**src/rtl/snn_pkg.sv**
```systemverilog
// Shared types and helpers for the SNN neuron blocks.
package snn_pkg;

  typedef enum logic {
    ST_INTEGRATE  = 1'b0,
    ST_REFRACTORY = 1'b1
  } state_e;

  // Width that holds the sum of n_in unsigned dw-bit lanes without overflow.
  function automatic int sum_w(input int n_in, input int dw);
    return dw + ((n_in > 1) ? $clog2(n_in) : 0);
  endfunction

  // Unsigned a+b clamped to 2^w-1. Works for w up to 31.
  function automatic logic [31:0] sat_add(input logic [31:0] a,
                                          input logic [31:0] b,
                                          input int unsigned w);
    logic [32:0] s;
    logic [32:0] lim;
    s   = {1'b0, a} + {1'b0, b};
    lim = (33'd1 << w) - 33'd1;
    return (s > lim) ? lim[31:0] : s[31:0];
  endfunction

endpackage

```
**src/rtl/snn_adder_tree.sv**
```systemverilog
// Combinational unsigned summer over N_IN packed DW-bit lanes.
module snn_adder_tree #(
  parameter int N_IN  = 4,
  parameter int DW    = 8,
  parameter int SUM_W = snn_pkg::sum_w(N_IN, DW)
) (
  input  logic [N_IN*DW-1:0] data_i,
  output logic [SUM_W-1:0]   sum_o
);

  logic [N_IN-1:0][DW-1:0] lane;
  assign lane = data_i;

  always_comb begin
    sum_o = '0;
    for (int k = 0; k < N_IN; k++) sum_o = sum_o + SUM_W'(lane[k]);
  end

endmodule

```
**src/rtl/lif_output_neuron.sv**
```systemverilog
// Leaky integrate-and-fire output neuron with refractory period and saturating spike count.
// Optional graded-spike output o_graded is enabled by defining OUTPUT_GRADED_EN.
module lif_output_neuron
  import snn_pkg::*;
#(
  parameter int N_IN       = 4,
  parameter int DW         = 8,
  parameter int ACC_W      = 12,
  parameter int THRESHOLD  = 100,
  parameter int LEAK_SHIFT = 2,
  parameter int REFRAC_CYC = 2,
  parameter int CNT_W      = 16
) (
  input  logic                 i_clk,
  input  logic                 i_rst,
  input  logic                 i_valid,
  input  logic [N_IN*DW-1:0]   i_data,
  input  logic                 i_clear,
  output logic                 o_valid,
  output logic                 o_spike,
  output logic [ACC_W-1:0]     o_potential,
  output logic [CNT_W-1:0]     o_spike_count
`ifdef OUTPUT_GRADED_EN
  ,
  output logic [ACC_W-1:0]     o_graded
`endif
);

  localparam int SUM_W = sum_w(N_IN, DW);
  localparam int RC_W  = (REFRAC_CYC > 0) ? $clog2(REFRAC_CYC + 1) : 1;
  localparam logic [ACC_W-1:0] THR = ACC_W'(THRESHOLD);

  logic [SUM_W-1:0] sum;

  snn_adder_tree #(.N_IN(N_IN), .DW(DW), .SUM_W(SUM_W)) u_sum (
    .data_i (i_data),
    .sum_o  (sum)
  );

  state_e           state_q, state_d;
  logic [RC_W-1:0]  rc_q, rc_d;
  logic [ACC_W-1:0] v_q, v_d;
  logic [CNT_W-1:0] cnt_q, cnt_d;
  logic             valid_q, valid_d;
  logic             spike_q, spike_d;
  logic [ACC_W-1:0] v_leak, v_next;
  logic             fire;
`ifdef OUTPUT_GRADED_EN
  logic [ACC_W-1:0] graded_q, graded_d;
`endif

  // LEAK_SHIFT=0 makes v_leak zero, so the sum fully replaces v.
  assign v_leak = v_q - (v_q >> LEAK_SHIFT);
  assign v_next = ACC_W'(sat_add(32'(v_leak), 32'(sum), ACC_W));
  assign fire   = (v_next >= THR);

  always_comb begin
    state_d  = state_q;
    rc_d     = rc_q;
    v_d      = v_q;
    cnt_d    = cnt_q;
    valid_d  = i_valid;
    spike_d  = 1'b0;
`ifdef OUTPUT_GRADED_EN
    graded_d = '0;
`endif
    if (i_clear) begin
      state_d = ST_INTEGRATE;
      rc_d    = '0;
      v_d     = '0;
      cnt_d   = '0;
      valid_d = 1'b0;
    end else begin
      case (state_q)
        ST_INTEGRATE: begin
          if (i_valid) begin
            if (fire) begin
              spike_d = 1'b1;
              v_d     = '0;
`ifdef OUTPUT_GRADED_EN
              graded_d = v_next;
`endif
              if (cnt_q != '1) cnt_d = cnt_q + CNT_W'(1);
              if (REFRAC_CYC != 0) begin
                state_d = ST_REFRACTORY;
                rc_d    = RC_W'(REFRAC_CYC);
              end
            end else begin
              v_d = v_next;
            end
          end
        end
        ST_REFRACTORY: begin
          // Lane data is dropped here; only the o_valid pulse passes through.
          v_d  = '0;
          rc_d = rc_q - RC_W'(1);
          if (rc_q <= RC_W'(1)) begin
            state_d = ST_INTEGRATE;
            rc_d    = '0;
          end
        end
        default: state_d = ST_INTEGRATE;
      endcase
    end
  end

  always_ff @(posedge i_clk or posedge i_rst) begin
    if (i_rst) begin
      state_q  <= ST_INTEGRATE;
      rc_q     <= '0;
      v_q      <= '0;
      cnt_q    <= '0;
      valid_q  <= 1'b0;
      spike_q  <= 1'b0;
`ifdef OUTPUT_GRADED_EN
      graded_q <= '0;
`endif
    end else begin
      state_q  <= state_d;
      rc_q     <= rc_d;
      v_q      <= v_d;
      cnt_q    <= cnt_d;
      valid_q  <= valid_d;
      spike_q  <= spike_d;
`ifdef OUTPUT_GRADED_EN
      graded_q <= graded_d;
`endif
    end
  end

  assign o_valid       = valid_q;
  assign o_spike       = spike_q;
  assign o_potential   = v_q;
  assign o_spike_count = cnt_q;
`ifdef OUTPUT_GRADED_EN
  assign o_graded      = graded_q;
`endif

endmodule
```
**config.mk**
```make
export PLATFORM = sky130hd
export DESIGN_NAME = lif_output_neuron
export DESIGN_NICKNAME = d
export VERILOG_FILES = /design/src/rtl/snn_pkg.sv /design/src/rtl/snn_adder_tree.sv /design/src/rtl/lif_output_neuron.sv
export SDC_FILE = /design/constraint.sdc
export NUM_CORES = 1
export LEC_CHECK = 0
export CAP_MARGIN = 20
export CORE_UTILIZATION = 50
export CTS_BUF_LIST = sky130_fd_sc_hd__clkbuf_4
export DETAILED_ROUTE_END_ITERATION = 8
export MAX_ROUTING_LAYER = met4
export PLACE_DENSITY = 0.84
export SLEW_MARGIN = 20
export SYNTH_ARGS = -nofsm -noshare
export SYNTH_HDL_FRONTEND = slang
export SYNTH_SLANG_ARGS = --single-unit
```
**constraint.sdc**
```tcl
create_clock -name i_clk -period 4 [get_ports i_clk]
set_clock_uncertainty 0.1 [all_clocks]
set_input_delay 0.8 -clock i_clk [delete_from_list [all_inputs] [get_ports i_clk]]
set_output_delay 0.8 -clock i_clk [all_outputs]
set_load 0.02 [all_outputs]
```
==> results of run 1 <==
## layer usage
metal	wire length, um	vias to the layer above
li1	-	1745
met1	4930	2003
met2	6450	326
met3	1110	116
met4	1000	0
met5	0	-
## cell usage after synthesis, types with 3 or more instances
cell type  number  area, um^2
o21ai_0        19        95.1
o21a_1          3        22.5
o21bai_1        6        45.0
nor3_1          4        20.0
nand2b_1        9        56.3
nor2_1         30         113
nor4_1          3        18.8
a21o_1          8        60.1
ha_1           37         463
nand4_1         3        18.8
o221ai_1        3        26.3
fa_1           12         240
xnor2_1        15         131
a211oi_1        3        22.5
nand2_1        18        67.6
or3_1           5        31.3
inv_1          64         240
or2_2           3        18.8
o211ai_1        4        30.0
xor2_1          4        35.0
mux2_2          7        78.8
dfrtp_1        33         826
a21oi_1        31         155
clkbuf_1        5        18.8
o41ai_1         3        26.3
o31ai_1         3        22.5
nor2b_1        11        68.8
and2_1          6        37.5
nor4b_1         3        26.3
and3_1          3        18.8
nand3_1        10        50.1
## through the flow
| step | TNS, ns | instances |
|---|---|---|
| after global routing | -45.59 | 656 |
| after floorplan | -32.17 | 418 |
| after global placement | -52.34 | 629 |
| final | -40.92 | 656 |
| after detailed placement | -58.67 | 629 |
| after CTS | -34.01 | 649 |
## worst max-delay path, delay by kind of cell
kind,cells,cell delay [ns]
fa+ha+maj,5,1.56
simple gates,6,1.08
compound gates,4,0.84
buf+inv,8,0.72
mux,2,0.65
xor+xnor,2,0.26
## path summary, 6_finish.rpt
check	cells past startpoint	slack [ns]	endpoint
worst max-delay path	27	-1.76	o_spike_count[11]
worst min-delay path	1	0.47	o_potential[9]
worst max register to register	18	-0.71	o_spike_count[11]
worst min register to register	1	0.47	o_potential[9]
max in group asynchronous	3	2.77	o_potential[8]
min in group asynchronous	3	0.72	o_spike_count[0]
## power breakdown
part	leakage, nW	internal (mW)	switching (mW)
combinational	2.00	2.16	2.42
sequential	0.454	0.369	0.0505
clock	0.0300	0.0635	0.135
## state kept, by name, indices dropped and copies added, names as in the netlist
signal,count
o_spike,1
state_q,1
rc_q,2
o_valid,1
o_spike_count,16
o_potential,12
## cell type report
| type | instances | area, um^2 |
|---|---|---|
| clock inverters | 3 | 12.5 |
| fillers | 378 | 1410 |
| multi-input cells | 314 | 2980 |
| well taps | 96 | 120 |
| clock buffers | 5 | 37.5 |
| flip-flops and latches | 33 | 826 |
| inverters | 64 | 240 |
| repair buffers | 141 | 1250 |
## cells by family (layout without fill, tap and decap cells)
logic type      Yosys count  after routing
xor+xnor                 19             19
buf+inv                  72            213
simple gates            126            127
flops                    33             33
fa+ha+maj                49             49
mux                      12             12
compound gates          107            107
## timing repair
item                       4_1_cts  5_1_grt
gates cloned                     1        0
buffers inserted                12        7
setup endpoints to repair       27       27
pin swaps                       47       35
resized for setup               72       30
==> qor.txt, run 1 <==
die area -> 7500 um^2
largest family of logic cells by synthesized area -> compound AO/OA/AOI/OAI gates
CTS tree -> yes
final period utilization -> 144%
Worst Tran Pin Value -> 0.584 ns
P_leak -> 2.48 nW
clk_lat worst skew -> 0.37 ns
Area Growth Syn to Fin -> 52.7%
Buffers on Ports -> 65
met3 Resource Use GR -> 5.52%
GR Overflow Total -> 0
Synth Area in Compound Gates -> 20.7%
critical path's slowest cell -> fa_1
Final Instance Area -> 5460 um^2
Routed WL per cell -> 20.6 um
die width -> 86.6 um
met1 Use GR -> 36.6%
total track usage -> 32.6%
Hold-fix buffers, CTS -> 0
CTS buffer count -> 5
hold path start -> o_potential[9]
final setup violation count -> 27
TritonCTS Sinks -> 33
share of cells above drive strength 1 -> 32.5%
number of diodes -> 0
final core utilization -> 79.5%
Die Height -> 86.6 um
Synth Area in Adders -> 19.7%
fmax -> 0.174 GHz
Unique masters post-synth -> 68
worst slack, placed -> -2.32 ns
Async S/R FF share, synth -> 100%
syn nets -> 503
Simple-Gate Fraction of Synth Area -> 20.0%
commonest non-fill, non-tap cell in the layout -> buf_4
vias in the first global route -> 3,992
Final ANT Viol Nets -> 0
post-synthesis sequential area ratio -> 23.1%
H-tree depth -> 2
post-synthesis register bit count -> 33
initial DRC count -> 473
Nets -> 644
Reg clk slew, reported paths -> 0.12 ns
outcome -> finished with violations
yosys warns -> 0
Hold Violations, Final -> 0
cell area after synthesis -> 3580 um^2
r2r startpoint -> o_potential[4]
Post-DP HPWL -> 7190 um
VDD IR max -> 0.690 mV
Cell Rows -> 30
Power Density -> 952 nW/um^2
maxcap violations -> 0
slowest stage delay, CP -> 0.53 ns
GP Congestion -> 0.849
total power -> 5.20 mW
xor/xnor cell area share of the yosys netlist -> 4.65%
Syn Inst Count -> 418
critical path arrival -> 5.93 ns
first-pass GRT wire length -> 18,400 um
CP Launch Point -> i_data[0]
post-route minimum period -> 5.76 ns
CP required -> 4.17 ns
CP dominant cell by count -> inv_2
largest net degree at the start of global routing -> 34
WL final -> 13,500 um
GR peak layer -> met2
RSZ-0062 raised after global routing -> yes
drt pass-1 iters -> 8
most frequent cells in the layout -> 72 x buf_4, 59 x clkdlybuf4s50_1, 56 x inv_1
root buf cell -> clkbuf_4
CTS Buffer Depth -> 2
Critical Path Sink Type -> flop
final worst setup slack -> -1.76 ns
Worst Path Max Fanout -> 6
initial antenna violation count -> 0
Top FF cell, synth -> dfrtp_1
post-synthesis mux area share -> 4.06%
GR Util met2 -> 55.8%
max_slew headroom -> 60.9%
core box area -> 6870 um^2
Residual DRC -> 0
vias -> 4,190
Placement Cell Area -> 4810 um^2
Avg Cell Area, Syn -> 8.56 um^2
post-DR vias/cell -> 6.39
Tightest Hold Check Type -> reg2reg
Hold WS -> 0.469 ns
Initial Util -> 52.1%
CP Launch Type -> input port
violated checks -> setup timing
critical path type -> in2reg
Slew Viols, Final -> 0
I/O pin count -> 66
EDFF count, synth -> 0
Note: power is estimated with default switching activity, not from simulation.
==> inputs of run 2 (changes only) <==
- CORE_MARGIN: not set -> 3
==> run 2 against run 1 <==
Against the previous run: the run still ends with setup timing left; clock power hardly changed; largest cell class unchanged; die area is 9.5% higher; worst setup slack better by 0.12 ns.
==> qor.txt, run 2 (synthesis results as in run 1) <==
Worst Tran Pin Value -> 0.732 ns
first-pass GRT wire length -> 18,900 um
Reg clk slew, reported paths -> 0.10 ns
final period utilization -> 141%
CTS Buffer Depth -> 2
CTS tree -> yes
Residual DRC -> 0
root buf cell -> clkbuf_4
share of cells above drive strength 1 -> 36.5%
CP Launch Type -> input port
Worst Path Max Fanout -> 4
WL final -> 13,900 um
Tightest Hold Check Type -> reg2reg
most frequent cells in the layout -> 76 x buf_4, 57 x clkdlybuf4s50_1, 53 x inv_1
GP Congestion -> 0.870
Hold-fix buffers, CTS -> 0
P_leak -> 2.55 nW
core box area -> 6870 um^2
Buffers on Ports -> 65
Post-DP HPWL -> 6800 um
clk_lat worst skew -> 0.37 ns
max reg flops -> 16
TritonCTS Sinks -> 33
die width -> 90.6 um
setup slack, reg-to-reg -> -0.82 ns
Final ANT Viol Nets -> 0
Power Density -> 970 nW/um^2
CP Launch Point -> i_data[8]
H-tree depth -> 2
post-route minimum period -> 5.64 ns
end point of the critical path -> o_spike_count[11]
critical path's slowest cell -> fa_1
Slew Viols, Final -> 0
R2R Path End -> o_spike_count[10]
outcome -> finished with violations
RSZ-0062 raised after global routing -> yes
GR Overflow Total -> 0
CTS buffer count -> 5
initial antenna violation count -> 0
slowest stage delay, CP -> 0.50 ns
vias in the first global route -> 4,021
CP required -> 4.14 ns
initial DRC count -> 417
r2r startpoint -> o_potential[1]
violated checks -> setup timing
Critical Path Sink Type -> flop
Nets -> 654
Die Height -> 90.6 um
Hold Violations, Final -> 0
Initial Util -> 52.1%
fmax -> 0.177 GHz
Area Growth Syn to Fin -> 57.8%
post-DR vias/cell -> 6.26
largest net degree at the start of global routing -> 34
final setup violation count -> 27
critical path arrival -> 5.78 ns
maxcap violations -> 0
Reg2Reg Depth -> 19
Levels on crit path -> 29
final worst setup slack -> -1.64 ns
total power -> 5.47 mW
number of diodes -> 0
total track usage -> 28.6%
vias -> 4,168
Cell Rows -> 30
drt pass-1 iters -> 5
max_slew headroom -> 50.8%
delay-heaviest family, CP -> adder cells
commonest non-fill, non-tap cell in the layout -> buf_4
I/O pin count -> 66
die area -> 8210 um^2
VDD IR max -> 0.806 mV
Hold WS -> 0.473 ns
Routed WL per cell -> 20.8 um
critical path type -> in2reg
WP buf/inv -> 10
-- run 2: cell count changes in the layout (fill, tap and decap cells not counted), sizes merged --
cell	before	now
buf	78	90
clkdlybuf4s15	1	0
clkdlybuf4s50	59	57
clkinv	3	2
dlygate4sd2	2	4
-- run 2: how the worst min path moves through the flow --
stage               slack [ns]           start  cells after the start              to
floorplan                 0.40         rc_q[0]                      2         rc_q[1]
global placement          0.42         rc_q[0]                      2         rc_q[1]
detailed placement        0.45  o_potential[2]                      2  o_potential[2]
CTS                       0.46         rc_q[0]                      2         rc_q[1]
global route              0.48         rc_q[0]                      2         rc_q[1]
finish                    0.47  o_potential[7]                      1  o_potential[7]
-- run 2: final cells by class --
type	count	area (um^2)
multi-input combinational	314	3080
timing repair buffer	151	1330
fill	349	1220
sequential	33	826
inverter	64	240
tap	96	120
clock buffer	6	45.0
clock inverter	2	10.0
-- run 2: what timing repair did --
action,CTS,global route
buffers inserted,20,8
pin swaps,68,38
resized for setup,96,37
gates cloned,1,0
setup endpoints to repair,27,27
-- run 2: per-layer routing --
metal	share of wire, %	routed length [um]	vias up	global-route usage, %
met5	0	0	-	-
met4	5.6	781	0	10.7
met3	9.0	1250	103	5.25
met2	49	6800	291	48.4
met1	36	5030	2002	33.9
li1	-	-	1772	-
-- run 2: per-stage QoR --
step / TNS, ns / utilization, % / cell area [um^2] / worst slack [ns] / std cells
floorplan: -32.17 / - / 3640 / -1.34 / 418
global placement: -53.25 / 70.2 / 4820 / -2.09 / 631
detailed placement: -58.84 / 70.2 / 4820 / -2.37 / 631
CTS: -32.20 / 79.0 / 5420 / -1.30 / 659
global route: -44.32 / 82.2 / 5650 / -1.72 / 666
finish: -40.12 / 82.2 / 5650 / -1.64 / 666
-- run 2: power by group --
group / internal, mW / switching (mW)
Clock: 0.0737 / 0.127
Combinational: 2.37 / 2.48
Sequential: 0.369 / 0.0489
Total: 2.82 / 2.66
==> inputs of run 3 (changes only) <==
- PLACE_DENSITY: 0.84 -> 0.78
==> run 3 against run 2 <==
Against the previous run: worst setup slack better by 0.12 ns; global-route usage down 1.5 points; critical endpoint is now o_spike_count[13]; clock power down 3%; the run still ends with setup timing left; critical path depth down 1; maximum frequency up 2.1%; count of clock-buffer cells in the layout down 1; flip-flop and latch count unchanged; power about the same; largest power group unchanged; non-clock buffer count down 3; sequential share of layout area down 0.24 points.
==> qor.txt, run 3 (synthesis results as in run 1) <==
final worst setup slack -> -1.52 ns
Final ANT Viol Nets -> 0
slowest stage delay, CP -> 0.52 ns
CP Launch Type -> input port
clk_lat worst skew -> 0.36 ns
WL final -> 12,700 um
vias in the first global route -> 3,904
Routed WL per cell -> 19.2 um
Nets -> 651
critical path type -> in2reg
Reg clk slew, reported paths -> 0.11 ns
outcome -> finished with violations
GP Congestion -> 0.865
VDD IR max -> 1.02 mV
first-pass GRT wire length -> 18,000 um
P_leak -> 2.57 nW
drt pass-1 iters -> 5
RSZ-0062 raised after global routing -> yes
initial antenna violation count -> 0
CTS buffer count -> 5
Slew Viols, Final -> 0
number of diodes -> 0
initial DRC count -> 382
total track usage -> 27.1%
TritonCTS Sinks -> 33
Worst Path Max Fanout -> 4
Worst Tran Pin Value -> 0.772 ns
CP required -> 4.19 ns
Cells after DPL -> 629
I/O pin count -> 66
Cell Rows -> 30
max_slew headroom -> 48.5%
critical path arrival -> 5.71 ns
core box area -> 6870 um^2
critical path's slowest cell -> or4b_4
die area -> 8210 um^2
fmax -> 0.181 GHz
Initial Util -> 52.1%
Residual DRC -> 0
CTS tree -> yes
CTS Buffer Depth -> 2
post-route minimum period -> 5.52 ns
maxcap violations -> 0
Hold Path Cell Cnt -> 1
Reg2Reg Depth -> 20
post-DR vias/cell -> 6.02
Power Density -> 954 nW/um^2
die width -> 90.6 um
Tightest Hold Check Type -> reg2reg
Buffers on Ports -> 65
Hold-fix buffers, CTS -> 0
H-tree depth -> 2
GR Overflow Total -> 0
fin cells -> 663
Die Height -> 90.6 um
largest net degree at the start of global routing -> 22
setup TNS -> -37.43 ns
max reg flops -> 16
Post-DP HPWL -> 6920 um
final setup violation count -> 27
fill count -> 365
Critical Path Sink Type -> flop
worst slack, placed -> -2.20 ns
Hold Violations, Final -> 0
share of cells above drive strength 1 -> 38.1%
most frequent cells in the layout -> 73 x buf_4, 57 x clkdlybuf4s50_1, 55 x inv_1
vias -> 3,988
commonest non-fill, non-tap cell in the layout -> buf_4
root buf cell -> clkbuf_4
CP dominant cell by count -> a21oi_2
violated checks -> setup timing
Area Growth Syn to Fin -> 60.4%
final period utilization -> 138%
run 3: cell count changes in the layout (fill, tap and decap cells not counted), sizes merged:
cell / before / now
buf: 90 / 86
dlygate4sd2: 4 / 2
clkinvlp: 0 / 1
dlymetal6s2s: 0 / 2
run 3: metal layers:
metal  part of all wire [%]  track usage [%]  vias up
met2                     50             46.2      229
met3                    6.0             3.75       73
li1                       -                -     1760
met5                      0                -        -
met1                     39             32.6     1926
met4                    5.3             10.1        0
run 3: worst paths after layout:
check | endpoint | slack, ns | start
max reg2reg | o_spike_count[13] | -0.55 | o_potential[3]
min reg2reg | o_potential[8] | 0.48 | o_potential[8]
max in group asynchronous | o_potential[7] | 2.35 | i_rst
min in group asynchronous | o_spike_count[2] | 0.77 | i_rst
min | o_potential[8] | 0.48 | o_potential[8]
max | o_spike_count[13] | -1.52 | i_data[0]
run 3: layout make-up:
type / instances / area (um^2) / area share [%]
clock buffers: 5 / 37.5 / 0.654
clock inverters: 3 / 17.5 / 0.305
inverters: 64 / 245 / 4.27
multi-input cells: 314 / 3160 / 55.1
flip-flops and latches: 33 / 826 / 14.4
well taps: 96 / 120 / 2.09
repair buffers: 148 / 1330 / 23.2
run 3: through the flow:
stage / instance area, um^2 / utilization [%] / hold slack [ns] / total power, mW
after floorplan: 3640 / - / 0.397 / 2.33
after global placement: 4810 / 70.0 / 0.410 / 3.22
after detailed placement: 4810 / 70.0 / 0.431 / 3.30
after CTS: 5320 / 77.4 / 0.458 / 4.28
after global routing: 5740 / 83.6 / 0.500 / 5.75
final: 5740 / 83.6 / 0.481 / 5.48
run 3: timing repair:
| action | CTS | global route |
|---|---|---|
| cloned | 1 | 0 |
| setup buffers | 19 | 9 |
| pin swaps | 56 | 58 |
| endpoints found under the hold margin | 0 | 0 |
| endpoints found under the setup margin | 27 | 27 |
| gates resized for setup | 66 | 82 |
run 3: where the power goes:
group / internal [mW] / switching [mW]
clock: 0.0662 / 0.128
combinational: 2.46 / 2.40
sequential: 0.369 / 0.0509
run 3: worst max-delay path: cells and delay by family:
family          cells  cell delay, ns
fa+ha+maj           5            1.64
buf+inv             7            0.55
simple gates        5            1.02
mux                 1            0.27
compound gates      8            1.11
xor+xnor            2            0.30
